File: src/rtl/reorder_buffer_pkg.sv
// Shared constants and entry type encoding for the reorder buffer.
package reorder_buffer_pkg;

   localparam int ROB_WIDTH_BIT = 3;

   typedef enum logic [1:0] {
      ROB_REG   = 2'd0,
      ROB_BR    = 2'd1,
      ROB_STORE = 2'd2
   } rob_type_e;

endpackage

File: src/rtl/reorder_buffer_if.sv
// Issue, writeback, commit and operand-query signals between the core and the ROB.
interface reorder_buffer_if #(
   parameter int ROB_W = reorder_buffer_pkg::ROB_WIDTH_BIT
);
   import reorder_buffer_pkg::*;

   logic             issue_valid;
   rob_type_e        issue_type;
   logic [4:0]       issue_rd;
   logic             issue_pred_taken;
   logic [31:0]      issue_alt_pc;

   logic             rob_full;
   logic [4:0]       new_reg_id;
   logic [ROB_W-1:0] new_ROB_id;

   logic             cdb_valid;
   logic [ROB_W-1:0] cdb_rob_id;
   logic [31:0]      cdb_val;
   logic             cdb_br_taken;

   logic [4:0]       write_reg_id;
   logic [ROB_W-1:0] write_ROB_id;
   logic [31:0]      write_val;

   logic [ROB_W-1:0] rs1_id;
   logic [ROB_W-1:0] rs2_id;
   logic             rs1_ready;
   logic             rs2_ready;
   logic [31:0]      rs1_val;
   logic [31:0]      rs2_val;

   logic             store_commit;
   logic             clear_flag;
   logic [31:0]      redirect_pc;

   modport master (
      output issue_valid, issue_type, issue_rd, issue_pred_taken, issue_alt_pc,
      output cdb_valid, cdb_rob_id, cdb_val, cdb_br_taken,
      output rs1_id, rs2_id,
      input  rob_full, new_reg_id, new_ROB_id,
      input  write_reg_id, write_ROB_id, write_val,
      input  rs1_ready, rs2_ready, rs1_val, rs2_val,
      input  store_commit, clear_flag, redirect_pc
   );

   modport slave (
      input  issue_valid, issue_type, issue_rd, issue_pred_taken, issue_alt_pc,
      input  cdb_valid, cdb_rob_id, cdb_val, cdb_br_taken,
      input  rs1_id, rs2_id,
      output rob_full, new_reg_id, new_ROB_id,
      output write_reg_id, write_ROB_id, write_val,
      output rs1_ready, rs2_ready, rs1_val, rs2_val,
      output store_commit, clear_flag, redirect_pc
   );

endinterface

File: src/rtl/reorder_buffer_fwd.sv
// One operand-query port: stored entry result, overridden by a same-cycle CDB hit.
module reorder_buffer_fwd #(
   parameter int ROB_WIDTH_BIT = 3,
   parameter int DEPTH         = 1 << ROB_WIDTH_BIT
) (
   input  logic [DEPTH-1:0]         i_ready,
   input  logic [31:0]              i_val [DEPTH],
   input  logic                     i_cdb_valid,
   input  logic [ROB_WIDTH_BIT-1:0] i_cdb_rob_id,
   input  logic [31:0]              i_cdb_val,
   input  logic [ROB_WIDTH_BIT-1:0] i_rs_id,
   output logic                     o_rs_ready,
   output logic [31:0]              o_rs_val
);

   logic w_hit;

   assign w_hit      = i_cdb_valid && (i_cdb_rob_id == i_rs_id);
   assign o_rs_ready = w_hit || i_ready[i_rs_id];
   assign o_rs_val   = w_hit ? i_cdb_val : i_val[i_rs_id];

endmodule

File: src/rtl/reorder_buffer.sv
// Circular in-order reorder buffer: allocate at tail, complete via CDB, retire from head,
// and flush everything on a mispredicted branch commit.
module reorder_buffer #(
   parameter int ROB_WIDTH_BIT = reorder_buffer_pkg::ROB_WIDTH_BIT
) (
   input  logic clk_in,
   input  logic rst_in,
   input  logic rdy_in,
   reorder_buffer_if.slave bus
);
   import reorder_buffer_pkg::*;

   localparam int DEPTH = 1 << ROB_WIDTH_BIT;
   localparam int CNT_W = ROB_WIDTH_BIT + 1;

   typedef logic [ROB_WIDTH_BIT-1:0] idx_t;

   idx_t             r_head;
   idx_t             r_tail;
   logic [CNT_W-1:0] r_count;
   logic             r_clear;
   logic [31:0]      r_redirect;

   logic [DEPTH-1:0] w_ready;
   logic [DEPTH-1:0] w_pred;
   logic [DEPTH-1:0] w_br_taken;
   rob_type_e        w_type [DEPTH];
   logic [4:0]       w_rd   [DEPTH];
   logic [31:0]      w_alt  [DEPTH];
   logic [31:0]      w_val  [DEPTH];

   logic w_full, w_issue, w_commit, w_mispredict, w_flush;

   assign w_full       = (r_count == CNT_W'(DEPTH));
   assign w_issue      = rdy_in && bus.issue_valid && !w_full && !r_clear;
   // A non-zero count guarantees the head entry is busy, so its ready bit alone gates retirement.
   assign w_commit     = rdy_in && !r_clear && (r_count != '0) && w_ready[r_head];
   assign w_mispredict = (w_type[r_head] == ROB_BR) && (w_br_taken[r_head] != w_pred[r_head]);
   assign w_flush      = w_commit && w_mispredict;

   assign bus.rob_full     = w_full;
   assign bus.new_ROB_id   = r_tail;
   assign bus.new_reg_id   = (w_issue && bus.issue_type == ROB_REG) ? bus.issue_rd : 5'd0;
   assign bus.write_reg_id = (w_commit && w_type[r_head] == ROB_REG) ? w_rd[r_head] : 5'd0;
   assign bus.write_ROB_id = r_head;
   assign bus.write_val    = w_val[r_head];
   assign bus.store_commit = w_commit && (w_type[r_head] == ROB_STORE);
   assign bus.clear_flag   = r_clear;
   assign bus.redirect_pc  = r_redirect;

   always_ff @(posedge clk_in or negedge rst_in) begin
      if (!rst_in) begin
         r_head     <= '0;
         r_tail     <= '0;
         r_count    <= '0;
         r_clear    <= 1'b0;
         r_redirect <= '0;
      end else begin
         r_clear <= 1'b0;
         if (w_flush) begin
            r_head     <= '0;
            r_tail     <= '0;
            r_count    <= '0;
            r_clear    <= 1'b1;
            r_redirect <= w_alt[r_head];
         end else begin
            if (w_issue)  r_tail <= r_tail + idx_t'(1);
            if (w_commit) r_head <= r_head + idx_t'(1);
            case ({w_issue, w_commit})
               2'b10:   r_count <= r_count + CNT_W'(1);
               2'b01:   r_count <= r_count - CNT_W'(1);
               default: r_count <= r_count;
            endcase
         end
      end
   end

   for (genvar gi = 0; gi < DEPTH; gi++) begin : g_entry
      logic      r_busy, r_ready, r_pred, r_br_taken;
      rob_type_e r_type;
      logic [4:0]  r_rd;
      logic [31:0] r_alt, r_val;
      logic w_alloc, w_retire, w_wb;

      assign w_alloc  = w_issue && (r_tail == idx_t'(gi));
      assign w_retire = w_commit && (r_head == idx_t'(gi));
      // Writebacks to idle or just-retiring entries are stale and dropped.
      assign w_wb     = rdy_in && bus.cdb_valid && (bus.cdb_rob_id == idx_t'(gi))
                        && r_busy && !w_retire;

      always_ff @(posedge clk_in or negedge rst_in) begin
         if (!rst_in) begin
            r_busy     <= 1'b0;
            r_ready    <= 1'b0;
            r_pred     <= 1'b0;
            r_br_taken <= 1'b0;
            r_type     <= ROB_REG;
            r_rd       <= '0;
            r_alt      <= '0;
            r_val      <= '0;
         end else if (w_flush) begin
            r_busy  <= 1'b0;
            r_ready <= 1'b0;
         end else begin
            if (w_alloc) begin
               r_busy  <= 1'b1;
               r_ready <= 1'b0;
               r_type  <= bus.issue_type;
               r_rd    <= bus.issue_rd;
               r_pred  <= bus.issue_pred_taken;
               r_alt   <= bus.issue_alt_pc;
            end else if (w_retire) begin
               r_busy  <= 1'b0;
               r_ready <= 1'b0;
            end
            if (w_wb) begin
               r_ready    <= 1'b1;
               r_val      <= bus.cdb_val;
               r_br_taken <= bus.cdb_br_taken;
            end
         end
      end

      assign w_ready[gi]    = r_ready;
      assign w_pred[gi]     = r_pred;
      assign w_br_taken[gi] = r_br_taken;
      assign w_type[gi]     = r_type;
      assign w_rd[gi]       = r_rd;
      assign w_alt[gi]      = r_alt;
      assign w_val[gi]      = r_val;
   end

   idx_t        w_rs_id    [2];
   logic        w_rs_ready [2];
   logic [31:0] w_rs_val   [2];

   assign w_rs_id[0]    = bus.rs1_id;
   assign w_rs_id[1]    = bus.rs2_id;
   assign bus.rs1_ready = w_rs_ready[0];
   assign bus.rs2_ready = w_rs_ready[1];
   assign bus.rs1_val   = w_rs_val[0];
   assign bus.rs2_val   = w_rs_val[1];

   for (genvar gi = 0; gi < 2; gi++) begin : g_query
      reorder_buffer_fwd #(
         .ROB_WIDTH_BIT (ROB_WIDTH_BIT),
         .DEPTH         (DEPTH)
      ) u_fwd (
         .i_ready      (w_ready),
         .i_val        (w_val),
         .i_cdb_valid  (bus.cdb_valid),
         .i_cdb_rob_id (bus.cdb_rob_id),
         .i_cdb_val    (bus.cdb_val),
         .i_rs_id      (w_rs_id[gi]),
         .o_rs_ready   (w_rs_ready[gi]),
         .o_rs_val     (w_rs_val[gi])
      );
   end

endmodule

File: src/flat_wrapper.sv
// flat-port wrapper written by rule: the top's interface ports become plain ports
module reorder_buffer_flat import reorder_buffer_pkg::*;
#(
   parameter int ROB_WIDTH_BIT = reorder_buffer_pkg::ROB_WIDTH_BIT
)
  (clk_in, rst_in, rdy_in, bus_issue_valid, bus_issue_type, bus_issue_rd, bus_issue_pred_taken, bus_issue_alt_pc, bus_cdb_valid, bus_cdb_rob_id, bus_cdb_val, bus_cdb_br_taken, bus_rs1_id, bus_rs2_id, bus_rob_full, bus_new_reg_id, bus_new_ROB_id, bus_write_reg_id, bus_write_ROB_id, bus_write_val, bus_rs1_ready, bus_rs2_ready, bus_rs1_val, bus_rs2_val, bus_store_commit, bus_clear_flag, bus_redirect_pc);
  reorder_buffer_if #(.ROB_W(3)) bus_i ();
  input  logic clk_in;
  input  logic rst_in;
  input  logic rdy_in;
  input wire logic [$bits(bus_i.issue_valid)-1:0] bus_issue_valid;
  input wire logic [$bits(bus_i.issue_type)-1:0] bus_issue_type;
  input wire logic [$bits(bus_i.issue_rd)-1:0] bus_issue_rd;
  input wire logic [$bits(bus_i.issue_pred_taken)-1:0] bus_issue_pred_taken;
  input wire logic [$bits(bus_i.issue_alt_pc)-1:0] bus_issue_alt_pc;
  input wire logic [$bits(bus_i.cdb_valid)-1:0] bus_cdb_valid;
  input wire logic [$bits(bus_i.cdb_rob_id)-1:0] bus_cdb_rob_id;
  input wire logic [$bits(bus_i.cdb_val)-1:0] bus_cdb_val;
  input wire logic [$bits(bus_i.cdb_br_taken)-1:0] bus_cdb_br_taken;
  input wire logic [$bits(bus_i.rs1_id)-1:0] bus_rs1_id;
  input wire logic [$bits(bus_i.rs2_id)-1:0] bus_rs2_id;
  output wire logic [$bits(bus_i.rob_full)-1:0] bus_rob_full;
  output wire logic [$bits(bus_i.new_reg_id)-1:0] bus_new_reg_id;
  output wire logic [$bits(bus_i.new_ROB_id)-1:0] bus_new_ROB_id;
  output wire logic [$bits(bus_i.write_reg_id)-1:0] bus_write_reg_id;
  output wire logic [$bits(bus_i.write_ROB_id)-1:0] bus_write_ROB_id;
  output wire logic [$bits(bus_i.write_val)-1:0] bus_write_val;
  output wire logic [$bits(bus_i.rs1_ready)-1:0] bus_rs1_ready;
  output wire logic [$bits(bus_i.rs2_ready)-1:0] bus_rs2_ready;
  output wire logic [$bits(bus_i.rs1_val)-1:0] bus_rs1_val;
  output wire logic [$bits(bus_i.rs2_val)-1:0] bus_rs2_val;
  output wire logic [$bits(bus_i.store_commit)-1:0] bus_store_commit;
  output wire logic [$bits(bus_i.clear_flag)-1:0] bus_clear_flag;
  output wire logic [$bits(bus_i.redirect_pc)-1:0] bus_redirect_pc;
  assign bus_i.issue_valid = bus_issue_valid;
  assign bus_i.issue_type = bus_issue_type;
  assign bus_i.issue_rd = bus_issue_rd;
  assign bus_i.issue_pred_taken = bus_issue_pred_taken;
  assign bus_i.issue_alt_pc = bus_issue_alt_pc;
  assign bus_i.cdb_valid = bus_cdb_valid;
  assign bus_i.cdb_rob_id = bus_cdb_rob_id;
  assign bus_i.cdb_val = bus_cdb_val;
  assign bus_i.cdb_br_taken = bus_cdb_br_taken;
  assign bus_i.rs1_id = bus_rs1_id;
  assign bus_i.rs2_id = bus_rs2_id;
  assign bus_rob_full = bus_i.rob_full;
  assign bus_new_reg_id = bus_i.new_reg_id;
  assign bus_new_ROB_id = bus_i.new_ROB_id;
  assign bus_write_reg_id = bus_i.write_reg_id;
  assign bus_write_ROB_id = bus_i.write_ROB_id;
  assign bus_write_val = bus_i.write_val;
  assign bus_rs1_ready = bus_i.rs1_ready;
  assign bus_rs2_ready = bus_i.rs2_ready;
  assign bus_rs1_val = bus_i.rs1_val;
  assign bus_rs2_val = bus_i.rs2_val;
  assign bus_store_commit = bus_i.store_commit;
  assign bus_clear_flag = bus_i.clear_flag;
  assign bus_redirect_pc = bus_i.redirect_pc;
  reorder_buffer #(.ROB_WIDTH_BIT(ROB_WIDTH_BIT)) u_core (.clk_in(clk_in), .rst_in(rst_in), .rdy_in(rdy_in), .bus(bus_i));
endmodule
File: config.mk
export PLATFORM = sky130hd
export DESIGN_NAME = reorder_buffer_flat
export DESIGN_NICKNAME = d
export VERILOG_FILES = /design/src/rtl/reorder_buffer_pkg.sv /design/src/rtl/reorder_buffer_if.sv /design/src/rtl/reorder_buffer_fwd.sv /design/src/rtl/reorder_buffer.sv /design/src/flat_wrapper.sv
export SDC_FILE = /design/constraint.sdc
export NUM_CORES = 1
export LEC_CHECK = 0
export ABC_CLOCK_PERIOD_IN_PS = 4000
export CORE_MARGIN = 2
export CORE_UTILIZATION = 55
export CTS_CLUSTER_SIZE = 14
export DETAILED_ROUTE_END_ITERATION = 8
export PLACE_DENSITY_LB_ADDON = 0.05
export SLEW_MARGIN = 0
export SYNTH_ARGS = -nofsm -noshare
export SYNTH_HDL_FRONTEND = slang
export SYNTH_SLANG_ARGS = --single-unit
File: constraint.sdc
create_clock -name clk_in -period 4 [get_ports clk_in]
set_input_delay 0.6 -clock clk_in [delete_from_list [all_inputs] [get_ports clk_in]]
set_output_delay 0.6 -clock clk_in [all_outputs]
set_load 0.01 [all_outputs]
### After elaboration in Yosys (flattened, before gate mapping)

Index checks and enable logic that the tools add are counted.

| word-level totals | value |
|---|---|
| register bits after elaboration | 643 |
| input bits | 87 |
| output and inout port bits | 149 |
| logic and storage cells | 306 |

| cells by class | value |
|---|---|
| add/subtract/negate cells | 4 |
| magnitude comparators | 6 |
| equal/unequal tests | 29 |
| mux-type cells | 87 |
| bitwise operators | 4 |
| reduce and logical (&&, ||, !) cells | 107 |

Operators with widths:

| operator | count |
|---|---|
| binary-select mux 32 bit (select 3 bit) | 4 |
| two-way mux 32 bit | 10 |
| logical AND 1 bit | 54 |
| two-way mux 1 bit | 54 |
| equality test 3 bit, second input constant | 12 |
| nonzero test 4 bit | 9 |
| AND reduction 2 bit | 16 |
| nonzero test 3 bit | 9 |
| two-way mux 5 bit | 4 |
| equality test 3 x 2 -> 1 bit, second input constant | 6 |
| binary-select mux 1 bit (select 3 bit) | 5 |
| binary-select mux 5 bit (select 3 bit) | 1 |
| >= comparator 4 bit, second input constant | 3 |
| less-than comparator 3 x 4 -> 1 bit, second input constant | 3 |
| two-way mux 3 bit | 4 |
| NOT 3 -> 4 bit | 3 |
| zero test 1 bit | 10 |
| equality test 3 x 1 -> 1 bit, second input constant | 3 |
| zero test 3 bit | 3 |
| case mux 4 bit (2 select lines) | 1 |
| adder 3 x 1 -> 3 bit, second input constant | 2 |
| binary-select mux 2 bit (select 3 bit) | 1 |
| equality test 3 bit | 2 |
| adder 4 x 1 -> 4 bit, second input constant | 1 |
| 11 further kinds | 17 |

### Depth between registers and ports, before layout

| depth | value |
|---|---|
| depth in word-level cells | 9 |
| depth in mapped cells | 13 |
| gate-level depth less buffers | 11 |

### Cells and area by module

From an unflattened synthesis, not the netlist that was laid out.

| unflattened totals | value |
|---|---|
| cells, all modules | 2205 |
| area, all modules | 33961.3 µm² |

By module, submodules not included:

| module | times used | cells each | area an instance (µm²) | sequential area each (µm²) |
|---|---|---|---|---|
| reorder_buffer | 1 | 1889 | 28806.4 | 16090.4 |
| reorder_buffer_fwd | 2 | 158 | 2577.5 | 0.0 |

### Worst setup path before layout

No wires, ideal clock.

| timing path | value |
|---|---|
| kind | input to output |
| from | input port bus_rs1_id[0] |
| to | output port bus_rs1_val[10] |
| arrival | 2.545 ns |
| required time | 3.400 ns |
| slack | 0.855 ns |
| cell stages on the path | 6 |
| buffers on the path | 3 |
| path through | clkbuf_1 -> buf_1 -> buf_1 -> mux4_2 -> mux2i_1 -> a21oi_1 |

| on the way | value |
|---|---|
| word-level cells in the longest chain between the ends | 5 |
| elaborated cells on any way between the ends | 7 |
| classes of those cells | 1 x eq/ne; 4 x mux; 1 x bitwise; 1 x reduce/logical |

Ends and longest elaborated chain:

| element | line | text |
|---|---|---|
| from (decl) | flat_wrapper.sv:20 | `input wire logic [$bits(bus_i.rs1_id)-1:0] bus_rs1_id;` |
| NOT 3 -> 4 bit (implied by the code) | reorder_buffer_fwd.sv:20 | `assign o_rs_val = w_hit ? i_cdb_val : i_val[i_rs_id];` |
| binary-select mux 32 bit (select 3 bit) | reorder_buffer_fwd.sv:20 |  |
| two-way mux 32 bit (implied by the code) (2 in series) | reorder_buffer_fwd.sv:20 |  |
| two-way mux 32 bit * | reorder_buffer_fwd.sv:20 |  |
| to (decl) | flat_wrapper.sv:30 | `output wire logic [$bits(bus_i.rs1_val)-1:0] bus_rs1_val;` |

Every way passes the cells marked *; elsewhere a longest branch is shown, timed or not. The select of a mux whose other input is x is not followed.

### Final worst setup path

| timing path | value |
|---|---|
| from | register u_core.r_head[2] (netlist: u_core.bus.write_ROB_id[2]) |
| to | output port bus_write_reg_id[2] |

| on the way | value |
|---|---|
| word-level cells in the longest chain between the ends | 7 |
| elaborated cells on any way between the ends | 13 |
| classes of those cells | 9 x mux; 1 x bitwise; 3 x reduce/logical |

Ends and longest elaborated chain:

| element | line | text |
|---|---|---|
| from (decl) | reorder_buffer.sv:18 | `idx_t r_head;` |
| from (signal assigned) | reorder_buffer.sv:68 | `if (w_commit) r_head <= r_head + idx_t'(1);` |
| NOT 3 -> 4 bit (implied by the code) | reorder_buffer.sv:44 | `assign bus.write_reg_id = (w_commit && w_type[r_head] == ROB_REG) ? w_rd[r_head] : 5'd0;` |
| binary-select mux 2 bit (select 3 bit) | reorder_buffer.sv:44 |  |
| two-way mux 2 bit (implied by the code) (2 in series) | reorder_buffer.sv:44 |  |
| zero test 2 bit | reorder_buffer.sv:44 |  |
| logical AND 1 bit | reorder_buffer.sv:44 |  |
| two-way mux 5 bit * | reorder_buffer.sv:44 |  |
| to (decl) | flat_wrapper.sv:25 | `output wire logic [$bits(bus_i.write_reg_id)-1:0] bus_write_reg_id;` |

Marks and branches as above.

==> flow_summary.yaml <==
power_and_ir_drop:
  p_int_mw: 20.3
  fin_total_pwr_mw: 29.5
  combPwrFrac_pct: 39.5
  power.density_mw_per_mm2: 749
  p_sw_mw: 9.24
  p_leak_nw: 17.3
  peakVddDrop_v: 0.000525
  p_seq_share_pct: 37.9
  p_sw_share_pct: 31.3
  clock_power_share_pct: 22.6
yosys:
  synth_cells: 2279
  synth_area_leader_cell: "dfrtp_1"
  synth.most_common_cell: "dfrtp_1"
  synthAdderAreaFrac_pct: 0.619
  ys_ff_latch: 643
  synth_mux_area_share_pct: 42.4
  synthTopCellsByCount: "643 x dfrtp_1, 488 x mux2_2, 280 x mux4_2"
  synthesis.area_mm2: 0.0335
  synth_edf_count: 0
  synth_compound_area_share_pct: 2.23
  yosysTopAreaCellShare_pct: 48.0
  yosys.area_share.simple_pct: 3.66
  ys.warnings.count: 0
  synthTopCellsByArea: "dfrtp_1 48%, mux4_2 19%, mux2_2 16%"
  synth_flop_cell: "dfrtp_1"
  ys_types: 44
  synth_top_family_by_area: "multiplexers"
  yosysSeqAreaShare_pct: 48.0
  synthesis.nets: 2382
  synth_xor_area_share_pct: 0.287
  syn_avg_cell_area_um2: 14.7
  postSynth.asyncResetShare_pct: 100
sta:
  period_needed_ps: 3840
  timing.final.max_slew_violations: 0
  whs_ps: -15.8
  hold_viol_final: 12
  fmax_mhz: 260
  timing.final.ws_setup_ps: 157
  finalSetupTns_ps: 0
  finalClockSkew_ps: 24.6
  setup_violations: 0
  rsz0062_at_grt: "false"
  worst_pin_slew_ps: 1090
  max_slew_margin_pct: 27.0
  timing.final.crit_share_pct: 96.1
routing:
  drtIter0Drc: 1478
  wl_mm: 84.9
  detail_route.wl_per_cell_um: 25.7
  drc: 0
  dr.pass1.iters: 5
  via_per_inst: 6.29
  ant_nets: 0
  route.vias.total: 20800
global_routing:
  grt_pass1_vias: 22000
  top_usage_layer: "met2"
  use_met2_pct: 46.2
  grt_start_max_net_pins: 118
  grt_pass1_wl_mm: 132
  met3_usage_pct: 5.23
  grt_usage_pct: 27.6
  met1_usage_pct: 37.2
  antenna_found_initial: 2
  overflow: 0
clocking:
  clk_path_buf_depth: 3
  clk-insertion-delay-late_ps: 610
  cts-root-buf: "clkbuf_16"
  numCtsBuffers: 72
  cts_tree: "done"
  clkSlewWorstSetupHoldPaths_ps: 50
  htreeDepth: 3
  holdBufCountCts: 0
  clock_sinks: 643
placement:
  placed_cells: 3174
  place_congestion: 0.832
  portBuffers: 235
  detailed_place_hpwl_mm: 50.9
  dpl_worst_slack_ps: 201
floorplan:
  io_pins: 236
  initial_utilization_pct: 55.6
  fp.dieH_um: 251
  die_w_um: 251
  core_area_mm2: 0.0604
  die_area_mm2: 0.0630
  num_rows: 90
setup_path:
  crit_chain: "buf_8 > nand4_1 > and2_1 > buf_4 > nor2_1 > nand2_1 > a21oi_1 > clkdlybuf4s50_1"
  cpMaxStageDelayCell: "clkdlybuf4s50_1"
  crit_type: "flip-flop to primary output"
  required_ps: 3400
  cp_top_family: "buffers and inverters"
  worst-path-buf-inv: 3
  worstSetupEndpointType: "primary output"
  max_stage_delay_ps: 570
  cp-start-kind: "flip-flop"
  critPathArrivalTime_ps: 3240
  cp_max_fo: 49
hold_path:
  min_path_type: "input port to asynchronous set/reset pin"
job:
  cap_violations: 0
layout:
  fin_nets: 2572
  final_cells: 3303
  drive_gt1_share_pct: 42.5
  diodes: 0
  area_delta_synth_final_pct: 17.5
status:
  outcome: "complete, but fails checks"
  violations: "negative hold slack"
final timing paths:
kind | slack, ps | to | startpoint | cells past startpoint
worst max-delay path | 160 | bus_write_reg_id[2] | u_core.bus.write_ROB_id[2] | 8
worst min-delay path | -20 | u_core.g_entry[2].r_val[18] | rst_in | 1
worst max register to register | 240 | u_core.g_entry[7].r_rd[2] | u_core.bus.write_ROB_id[0] | 10
worst min register to register | 480 | u_core.bus.redirect_pc[8] | u_core.bus.redirect_pc[8] | 2
max in group asynchronous | 2900 | u_core.g_entry[6].r_val[8] | rst_in | 2
min in group clk_in | 480 | u_core.bus.redirect_pc[8] | u_core.bus.redirect_pc[8] | 2
routing by layer:
metal | routed length [um] | part of all wire, % | up-vias
met5 | 25 | 0.029 | -
met4 | 2220 | 2.6 | 4
met3 | 4890 | 5.8 | 154
met2 | 42500 | 50 | 612
met1 | 35300 | 42 | 11100
li1 | - | - | 8917
placed cells by master, fill, tap and decap left out, types with 36 or more instances in the layout:
cell	instances
mux2i_1	102
mux2_4	78
nand2_1	165
mux2_2	488
mux4_2	280
clkdlybuf4s50_1	228
clkbuf_16	72
o21ai_0	36
dfrtp_1	640
a21oi_1	79
nor2_1	79
buf_4	51
per-stage QoR:
stage / instance area (um^2) / util (%)
after floorplan: 33500 / -
after global placement: 37000 / 61.3
after detailed placement: 37000 / 61.3
after CTS: 39400 / 65.2
after global routing: 39400 / 65.3
final: 39400 / 65.3
state kept, by name, indices dropped and copies added, names as in the netlist:
name and flops:
u_core.g_entry.r_type 16, u_core.g_entry.r_pred 8, u_core.g_entry.r_busy 8, u_core.bus.write_ROB_id 3
u_core.g_entry.r_rd 40, u_core.bus.new_ROB_id 3, u_core.r_count 4, u_core.g_entry.r_ready 8
u_core.bus.clear_flag 1, u_core.g_entry.r_val 256, u_core.g_entry.r_br_taken 8, u_core.bus.redirect_pc 32
u_core.g_entry.r_alt 256
cell type report:
cell class,count,area (um^2)
tap,782,978
timing repair buffer,317,3340
fill,4350,20900
multi-input combinational,1425,16600
sequential,643,16100
clock inverter,19,283
inverter,10,37.5
clock buffer,107,2110
repair_timing:
item,in CTS,in global routing
setup buffers,0,3
cloned,0,0
setup endpoints to repair,11,16
resized for setup,4,1
power by group through the flow:
| stage | registers (mW) | clock network [mW] | logic, mW |
|---|---|---|---|
| after floorplan | 10.6 | 0 | 8.22 |
| after global placement | 11.0 | 0 | 11.5 |
| after detailed placement | 11.2 | 0 | 11.7 |
| after CTS | 11.2 | 6.83 | 11.7 |
| after global routing | 11.5 | 7.08 | 12.5 |
| final | 11.2 | 6.67 | 11.7 |
kinds of logic after synthesis:
group,count (synthesis)
mux,967
flops,643
simple gates,296
buf+inv,211
compound gates,135
fa+ha+maj,16
xor+xnor,11
worst register-to-register path, stage by stage (launching register included):
cell     delay (ps)
dfrtp_4         530
buf_12          160
buf_4           130
mux4_2          480
mux2i_1         170
xnor2_1         200
or3_4           210
inv_2           100
nor2_4          860
buf_4           440
mux2_2          370
(Power assumes the default switching activity.)
